**src/rtl/model_stream_loader.sv**
```systemverilog
// model_stream_loader: parses a little-endian byte stream of layer headers and weights into weight-memory writes.
// Define MODEL_LOADER_CHECKSUM_EN to verify a 32-bit byte-sum trailer after the last weight.
module model_stream_loader #(
  parameter int MAX_LAYERS = 10,
  parameter int MAX_DIM = 1024,
  parameter int WEIGHT_WIDTH = 8,
  parameter int ADDR_WIDTH = 16
) (
  input  logic                    clk,
  input  logic                    rst,
  input  logic                    start,
  input  logic                    s_valid,
  input  logic [7:0]              s_data,
  output logic                    s_ready,
  output logic                    wr_en,
  output logic [ADDR_WIDTH-1:0]   wr_addr,
  output logic [WEIGHT_WIDTH-1:0] wr_data,
  output logic                    desc_valid,
  output logic [7:0]              desc_layer,
  output logic [31:0]             desc_rows,
  output logic [31:0]             desc_cols,
  output logic [ADDR_WIDTH-1:0]   desc_base,
  output logic                    busy,
  output logic                    done,
  output logic                    error,
  output logic [2:0]              err_code
);
  localparam int WB = WEIGHT_WIDTH / 8;
  typedef enum logic [2:0] {IDLE, NLAYERS, ROWS, COLS, WEIGHTS, CKSUM, DONE, ERR} state_t;
`ifdef MODEL_LOADER_CHECKSUM_EN
  localparam state_t FIN = CKSUM;
  logic [31:0] sum;
`else
  localparam state_t FIN = DONE;
`endif
  state_t state, state_nx;
  logic [2:0] err_nx;
  logic [23:0] sh;
  logic [31:0] val, nlay, rows_r, wleft;
  logic [1:0] bcnt;
  logic [ADDR_WIDTH:0] addr_cnt;
  logic [7:0] layer;
  logic idle, acc, last, ovf, lay_last, lay_bad, dim_bad;
  assign idle = state inside {IDLE, DONE, ERR};
  assign busy = !idle;
  assign s_ready = busy;
  assign done = state == DONE;
  assign error = state == ERR;
  assign acc = s_valid && s_ready;
  // val is the field assembled so far including the byte on the bus
  assign val = {s_data, sh};
  assign last = acc && bcnt == (state == WEIGHTS ? 2'(WB - 1) : 2'd3);
  // one extra counter bit flags an address past the top of memory
  assign ovf = addr_cnt[ADDR_WIDTH];
  assign lay_last = 32'(layer) + 32'd1 == nlay;
  assign lay_bad = val == 32'd0 || val > 32'(MAX_LAYERS);
  assign dim_bad = val == 32'd0 || val > 32'(MAX_DIM);
  always_comb begin
    state_nx = state;
    err_nx = err_code;
    case (state)
      NLAYERS: if (last) begin
        state_nx = lay_bad ? ERR : ROWS;
        err_nx = lay_bad ? 3'd1 : err_code;
      end
      ROWS: if (last) begin
        state_nx = dim_bad ? ERR : COLS;
        err_nx = dim_bad ? 3'd2 : err_code;
      end
      COLS: if (last) begin
        state_nx = dim_bad ? ERR : WEIGHTS;
        err_nx = dim_bad ? 3'd2 : err_code;
      end
      WEIGHTS: if (last) begin
        state_nx = ovf ? ERR : wleft != 32'd1 ? WEIGHTS : lay_last ? FIN : ROWS;
        err_nx = ovf ? 3'd3 : err_code;
      end
`ifdef MODEL_LOADER_CHECKSUM_EN
      CKSUM: if (last) begin
        state_nx = val == sum ? DONE : ERR;
        err_nx = val == sum ? 3'd0 : 3'd4;
      end
`endif
      default: if (start) begin
        state_nx = NLAYERS;
        err_nx = 3'd0;
      end
    endcase
  end
  always_ff @(posedge clk) begin
    if (rst) begin
      state <= IDLE;
      err_code <= '0;
    end else begin
      state <= state_nx;
      err_code <= err_nx;
    end
  end
  always_ff @(posedge clk) begin
    if (rst) begin
      sh <= '0;
      bcnt <= '0;
      nlay <= '0;
      rows_r <= '0;
      wleft <= '0;
      addr_cnt <= '0;
      layer <= '0;
      wr_en <= 1'b0;
      wr_addr <= '0;
      wr_data <= '0;
      desc_valid <= 1'b0;
      desc_layer <= '0;
      desc_rows <= '0;
      desc_cols <= '0;
      desc_base <= '0;
`ifdef MODEL_LOADER_CHECKSUM_EN
      sum <= '0;
`endif
    end else begin
      wr_en <= 1'b0;
      desc_valid <= 1'b0;
      if (acc) begin
        sh <= val[31:8];
        bcnt <= last ? 2'd0 : bcnt + 2'd1;
      end
      if (idle && start) begin
        bcnt <= '0;
        addr_cnt <= '0;
        layer <= '0;
`ifdef MODEL_LOADER_CHECKSUM_EN
        sum <= '0;
`endif
      end
      if (state == NLAYERS && last) nlay <= val;
      if (state == ROWS && last) rows_r <= val;
      if (state == COLS && last && !dim_bad) begin
        desc_valid <= 1'b1;
        desc_layer <= layer;
        desc_rows <= rows_r;
        desc_cols <= val;
        desc_base <= addr_cnt[ADDR_WIDTH-1:0];
        wleft <= rows_r * val;
      end
`ifdef MODEL_LOADER_CHECKSUM_EN
      if (state == WEIGHTS && acc) sum <= sum + 32'(s_data);
`endif
      if (state == WEIGHTS && last && !ovf) begin
        wr_en <= 1'b1;
        wr_addr <= addr_cnt[ADDR_WIDTH-1:0];
        wr_data <= val[31 -: WEIGHT_WIDTH];
        addr_cnt <= addr_cnt + 1'b1;
        wleft <= wleft - 32'd1;
        if (wleft == 32'd1) layer <= layer + 8'd1;
      end
    end
  end
endmodule
```
**config.mk**
```make
export PLATFORM = sky130hd
export DESIGN_NAME = model_stream_loader
export DESIGN_NICKNAME = d
export VERILOG_FILES = /design/src/rtl/model_stream_loader.sv
export SDC_FILE = /design/constraint.sdc
export NUM_CORES = 2
export LEC_CHECK = 0
export BUFFER_PORTS_ARGS = -buffer_cell sky130_fd_sc_hd__buf_2
export CAP_MARGIN = 20
export CORE_UTILIZATION = 30
export DETAILED_ROUTE_END_ITERATION = 12
export MAX_ROUTING_LAYER = met4
export PLACE_DENSITY_LB_ADDON = 0.2
export SYNTH_ARGS = -nofsm -noshare
export SYNTH_HDL_FRONTEND = slang
export SYNTH_SLANG_ARGS = --single-unit
```
**constraint.sdc**
```tcl
create_clock -name clk -period 11.8 [get_ports clk]
set_input_delay 0 -clock clk [delete_from_list [all_inputs] [get_ports clk]]
set_output_delay 0 -clock clk [all_outputs]
set_load 0.01 [all_outputs]
```
# ---- Word level (Yosys, flattened, before mapping)
# Cells that the tools add are included.
dict set report totals {
  register_bits 267
  latchBits 0
  ramBits 0
  mem_bits_ro 0
  input_bits 12
  out_inout_bits 121
  word_cells 99
  memories 0
}
dict set report op_classes {
  n_addsub 5
  mul 1
  div_mod_pow 0
  order_cmp 2
  n_eq_ne 18
  shifts 0
  muxes 31
  bitwise 0
  n_reduce_logical 25
}
# operator n
set op_table {}
lappend op_table {{32-bit 2-to-1 mux} 2}
lappend op_table {{3-bit 2-to-1 mux} 17}
lappend op_table {{17-bit 2-to-1 mux} 2}
lappend op_table {{32-bit by 1-bit equality test with 1-bit output (second input constant)} 1}
lappend op_table {{9-bit by 32-bit equality test with 1-bit output} 1}
lappend op_table {{32-bit by 11-bit > comparator with 1-bit output (second input constant)} 1}
lappend op_table {{32-bit by 4-bit > comparator with 1-bit output (second input constant)} 1}
lappend op_table {{32-bit logical NOT} 1}
lappend op_table {{32-bit by 32-bit multiplier with 32-bit output} 1}
lappend op_table {{32-bit by 1-bit != test with 1-bit output (second input constant)} 1}
lappend op_table {{32-bit by 1-bit subtractor with 32-bit output (second input constant)} 1}
lappend op_table {{8-bit 2-to-1 mux} 3}
lappend op_table {{17-bit by 1-bit adder with 17-bit output (second input constant)} 1}
lappend op_table {{2-bit != test (second input constant)} 6}
lappend op_table {{3-bit one-hot mux with 4 select lines} 1}
lappend op_table {{8-bit by 1-bit adder with 9-bit output (second input constant)} 1}
lappend op_table {{3-bit equality test (second input constant)} 3}
lappend op_table {{1-bit logical AND} 9}
lappend op_table {{3-bit one-hot mux with 3 select lines} 1}
lappend op_table {{8-bit by 1-bit adder with 8-bit output (second input constant)} 1}
lappend op_table {{7-bit AND reduction} 1}
lappend op_table {{3-bit by 2-bit equality test with 1-bit output (second input constant)} 2}
lappend op_table {{2-bit 2-to-1 mux} 3}
lappend op_table {{5-bit AND reduction} 1}
lappend op_table {{13 further kinds} 20}

# ---- Depth between registers and ports, before layout
dict set report logic_depth {
  word_depth 9
  mapped_depth 28
  ltp_nobuf 26
}

# ---- Worst setup path after synthesis
# Ideal clock, no wire load.
dict set report synth_path {
  kind {register -> register}
  from {register sh[6]}
  to {register wleft[30]}
  arrival_ns 6.950
  setup_slack_ns 4.733
  stages_incl_launch_ff 27
  path_buffers 2
  synth_period_minus_slack_ns 7.067
  cell_sequence {dfxtp_1 > clkbuf_1 > clkbuf_1 > and2_1 > fa_1 > fa_1 > fa_1 > inv_1 > fa_1 > inv_1 > fa_1 > inv_1 > fa_1 > inv_1 > fa_1 > inv_1 > fa_1 > inv_1 > ha_1 > and3_1 > and3_1 > nor2_1 > a21oi_1 > a2111o_1 > a41oi_1 > xnor2_1 > o211a_1}
}
dict set report synth_between {
  elab_chain_cells 5
  word_cells_on_any_way 9
  cone_classes {mul: 1; order compare: 1; mux: 2; reduce/logical: 5}
}
# item line_no
set synth_rtl {}
lappend synth_rtl {{start, declared} 38} ;# logic [23:0] sh;
lappend synth_rtl {{start signal, assigned} 123} ;# sh <= val[31:8];
lappend synth_rtl {{branches (longest 5 deep; another with 32-bit by 32-bit multiplier with 32-bit output)} --}
lappend synth_rtl {{end signal, assigned} 142} ;# wleft <= rows_r * val;
lappend synth_rtl {{end signal, assigned} 152} ;# wleft <= wleft - 32'd1;
lappend synth_rtl {{end, declared} 39} ;# logic [31:0] val, nlay, rows_r, wleft;
# Parallel ways; which one is timed is not known. The select of a mux whose other input is x is not followed.
# A chain may end at the register's enable or synchronous reset.

# ---- Worst setup path in the final report
dict set report layout_path {
  from {register sh[7]}
  to {register wleft[24]}
}
# Same word-level chain as after synthesis.

==> flow_metrics.env <==
export IMPL_syn_area_um2=26500
export IMPL_synthAdderAreaFrac_pct=36.8
export IMPL_die_w_um=299
export IMPL_critical_path_max_fanout=16
export IMPL_cts_clk_slew_worst_paths_ps=60
export IMPL_seqCellArea_um2=5330
export IMPL_synth_compound_gate_area_share_pct=8.45
export IMPL_cts_repair_resized=0
export IMPL_synth_xor_xnor_area_share_pct=3.48
export IMPL_htree_num_levels=1
export IMPL_seqPwrFrac_pct=44.8
export IMPL_nFillCells=9151
export IMPL_tightest_slew_ps=1090
export IMPL_drc_errors=0
export IMPL_finalPower_w=0.00202
export IMPL_hold_depth=4
export IMPL_initial_utilization_pct=30.4
export IMPL_root_buffer="clkbuf_16"
export IMPL_drv_slew=0
export IMPL_maxCapViolCount=0
export IMPL_multiInputGateArea_um2=18700
export IMPL_outcome="completed"
export IMPL_final_util_pct=33.8
export IMPL_grt_total_usage_pct=20.0
export IMPL_syn_area_per_cell_um2=8.45
export IMPL_combPwrFrac_pct=2.9
export IMPL_sw_frac_of_total_pct=24.8
export IMPL_hold_viol=0
export IMPL_die_area_um2=89500
export IMPL_cp_end_kind="register"
export IMPL_max_slew_margin_pct=27.0
export IMPL_startpoint_type="register"
export IMPL_crit_type="register to register"
export IMPL_dr_pass1_iters=5
export IMPL_place_congestion=0.842
export IMPL_post_cts_buffers=0
export IMPL_min_period_ps=7870
export IMPL_hold_class="input port to register"
export IMPL_cts_buffers_inserted=31
export IMPL_syn_instance_count=3133
export IMPL_drive_above_1_share_pct=8.31
export IMPL_grt_overflow=0
export IMPL_synth_simple_gate_area_share_pct=21.7
export IMPL_ir_worst_vdd_mv=0.113
export IMPL_p_leak_nw=13.1
export IMPL_dp_hpwl_um=61000
export IMPL_synth_seq_area_share_pct=20.1
export IMPL_worstPathRequired_ps=12370
export IMPL_fin_skew_ps=26.0
export IMPL_power_switching_w=0.000500
export IMPL_first_global_vias=21400
export IMPL_worstRegToRegCells=22
export IMPL_critPathMostFrequentCell="fa_1"
export IMPL_postRouteAntennaNets=0
export IMPL_tritoncts="done"
export IMPL_port_buffers=131
export IMPL_pwr_density_cell_nw_per_um2=68.7
export IMPL_syn_to_final_growth_pct=11.1
export IMPL_synthArstFlopShare_pct=0
export IMPL_synth_seq_cells=266
export IMPL_synth_top_family_by_area="adder cells"
export IMPL_vias_per_cell=4.76
export IMPL_insertion_delay_ps=640
export IMPL_arrival_ps=8440
export IMPL_internal_power_w=0.00152
export IMPL_ys_types=71
export IMPL_final_cell_mix="nand2_1, inv_1, fa_1"
export IMPL_cts_sinks=266
export IMPL_grt_antenna_before_repair=1
export IMPL_hold_buffers=11
export IMPL_max_freq_mhz=127
export IMPL_grt_setup_unrepaired="false"
export IMPL_ys_warn_count=0
export IMPL_grt_pass1_wl_um=134000
export IMPL_io_pin_count=133
export IMPL_pwr_share_clk_pct=52.3
export IMPL_synth_ff_type="dfxtp_1"
export IMPL_worstPathCellList="buf_4, and2_1, fa_1, fa_1, fa_1, inv_1, fa_1, inv_1, fa_1, ha_1, fa_1, inv_1, fa_1, inv_1, ha_1, a21o_1, a21oi_1, a41oi_1, a311oi_1, o21ai_0, nor4b_1, a221o_1"
export IMPL_rows=108
export IMPL_synth_edf_count=0
export IMPL_vias=20600
export IMPL_synth_nets=3680
export IMPL_period_share_pct=66.7
export IMPL_cp_slowest_stage_delay_ps=880
export IMPL_routedWlPerCell_um=19.7
export IMPL_routed_wl_um=85200
export IMPL_setup_tns_ps=0
export IMPL_crit_slowest_cell="dfxtp_1"
export IMPL_final_common_cell="nand2_1"
export IMPL_grt_max_degree=92
export IMPL_synthMuxAreaShare_pct=0.161
export IMPL_die_y_um=299
export IMPL_cts_path_max_buffers=3
export IMPL_setup_viol=0
export IMPL_drt_iter0_markers=1288
export IMPL_final_nets=3698
export IMPL_fp_coreArea_um2=87200
-- metal layers --
layer / track usage (%) / vias to the layer above / wire length, µm
met2: 32.0 / 396 / 40300
li1: - / 9714 / -
met1: 27.5 / 10400 / 40100
met5: - / - / 0
met4: 3.84 / 0 / 1580
met3: 1.82 / 86 / 3220
-- cells by family (layout without fill, tap and decap cells) --
| kind of cell | after synthesis | in the layout |
|---|---|---|
| AND/OR/NAND/NOR | 1191 | 1191 |
| buffers and inverters | 642 | 685 |
| adder cells (fa/ha/maj) | 535 | 535 |
| AO/OA/AOI/OAI | 392 | 392 |
| flip-flops | 266 | 266 |
| XOR/XNOR | 102 | 102 |
| multiplexers | 4 | 4 |
| other | 1 | 2 |
-- critical path: cells and delay by family, from the launching register on --
family	cells	cell delay [ps]
AOI/OAI and AO/OA	6	1560
adders and majority gates	9	4300
DFF	1	880
buffers and inverters	5	600
and+or+nand+nor	2	450
-- cell usage after synthesis, types with 15 or more instances --
library cell	n	share of area (%)
fa_1	408	31
nor2_1	71	1.0
and2_1	312	7.4
a21oi_1	246	4.6
clkbuf_1	183	2.6
ha_1	127	6.0
nand3_1	31	0.59
nor3_1	29	0.55
xnor2_1	72	2.4
nand2_1	628	8.9
nor4_1	16	0.38
o21ai_0	49	0.93
xor2_1	28	0.93
inv_1	429	6.1
or3_1	19	0.45
buf_2	15	0.28
and3_1	36	0.85
dfxtp_1	266	20
-- stage by stage --
step | cells | setup slack (ps) | instance area (µm²) | hold slack (ps)
2_1_floorplan | 3133 | 4730 | 26500 | 136
3_3_place_gp | 4261 | 4020 | 28200 | 391
3_5_place_dp | 4262 | 3940 | 28200 | 394
4_1_cts | 4331 | 3980 | 29400 | 264
5_1_grt | 4331 | 3360 | 29400 | 311
6_report | 4332 | 3930 | 29400 | 309
-- path summary, 6_finish.rpt --
check / start / to / slack (ps)
worst max register to register: sh[7] / wleft[24] / 3930
worst max-delay path: sh[7] / wleft[24] / 3930
worst min register to register: desc_rows[17] / desc_rows[17] / 450
worst min-delay path: s_data[7] / rows_r[31] / 310
-- layout make-up --
cell class	instances	area share (%)
Sequential cell	266	18.1
Inverter	430	5.49
Clock inverter	18	0.800
Antenna cell	1	0.00851
Tap cell	1155	4.91
Clock buffer	40	2.92
Multi-Input combinational cell	2225	63.7
Timing Repair Buffer	197	4.10
-- power by group through the flow --
stage	clock [W]	combinational, W	sequential [W]
floorplan	0	0.0000327	0.000921
global placement	0	0.0000569	0.000925
detailed placement	0	0.0000566	0.000925
CTS	0.00109	0.0000597	0.000905
global route	0.00112	0.0000635	0.000905
finish	0.00106	0.0000592	0.000905
-- state kept, by name, indices dropped and copies added, names as in the netlist, 16 cells and up --
register	cells
sh	24
wleft	32
desc_base	16
desc_cols	32
addr_cnt	17
rows_r	32
desc_rows	32
nlay	32
wr_addr	16
Note: power is estimated with default switching activity, not from simulation.
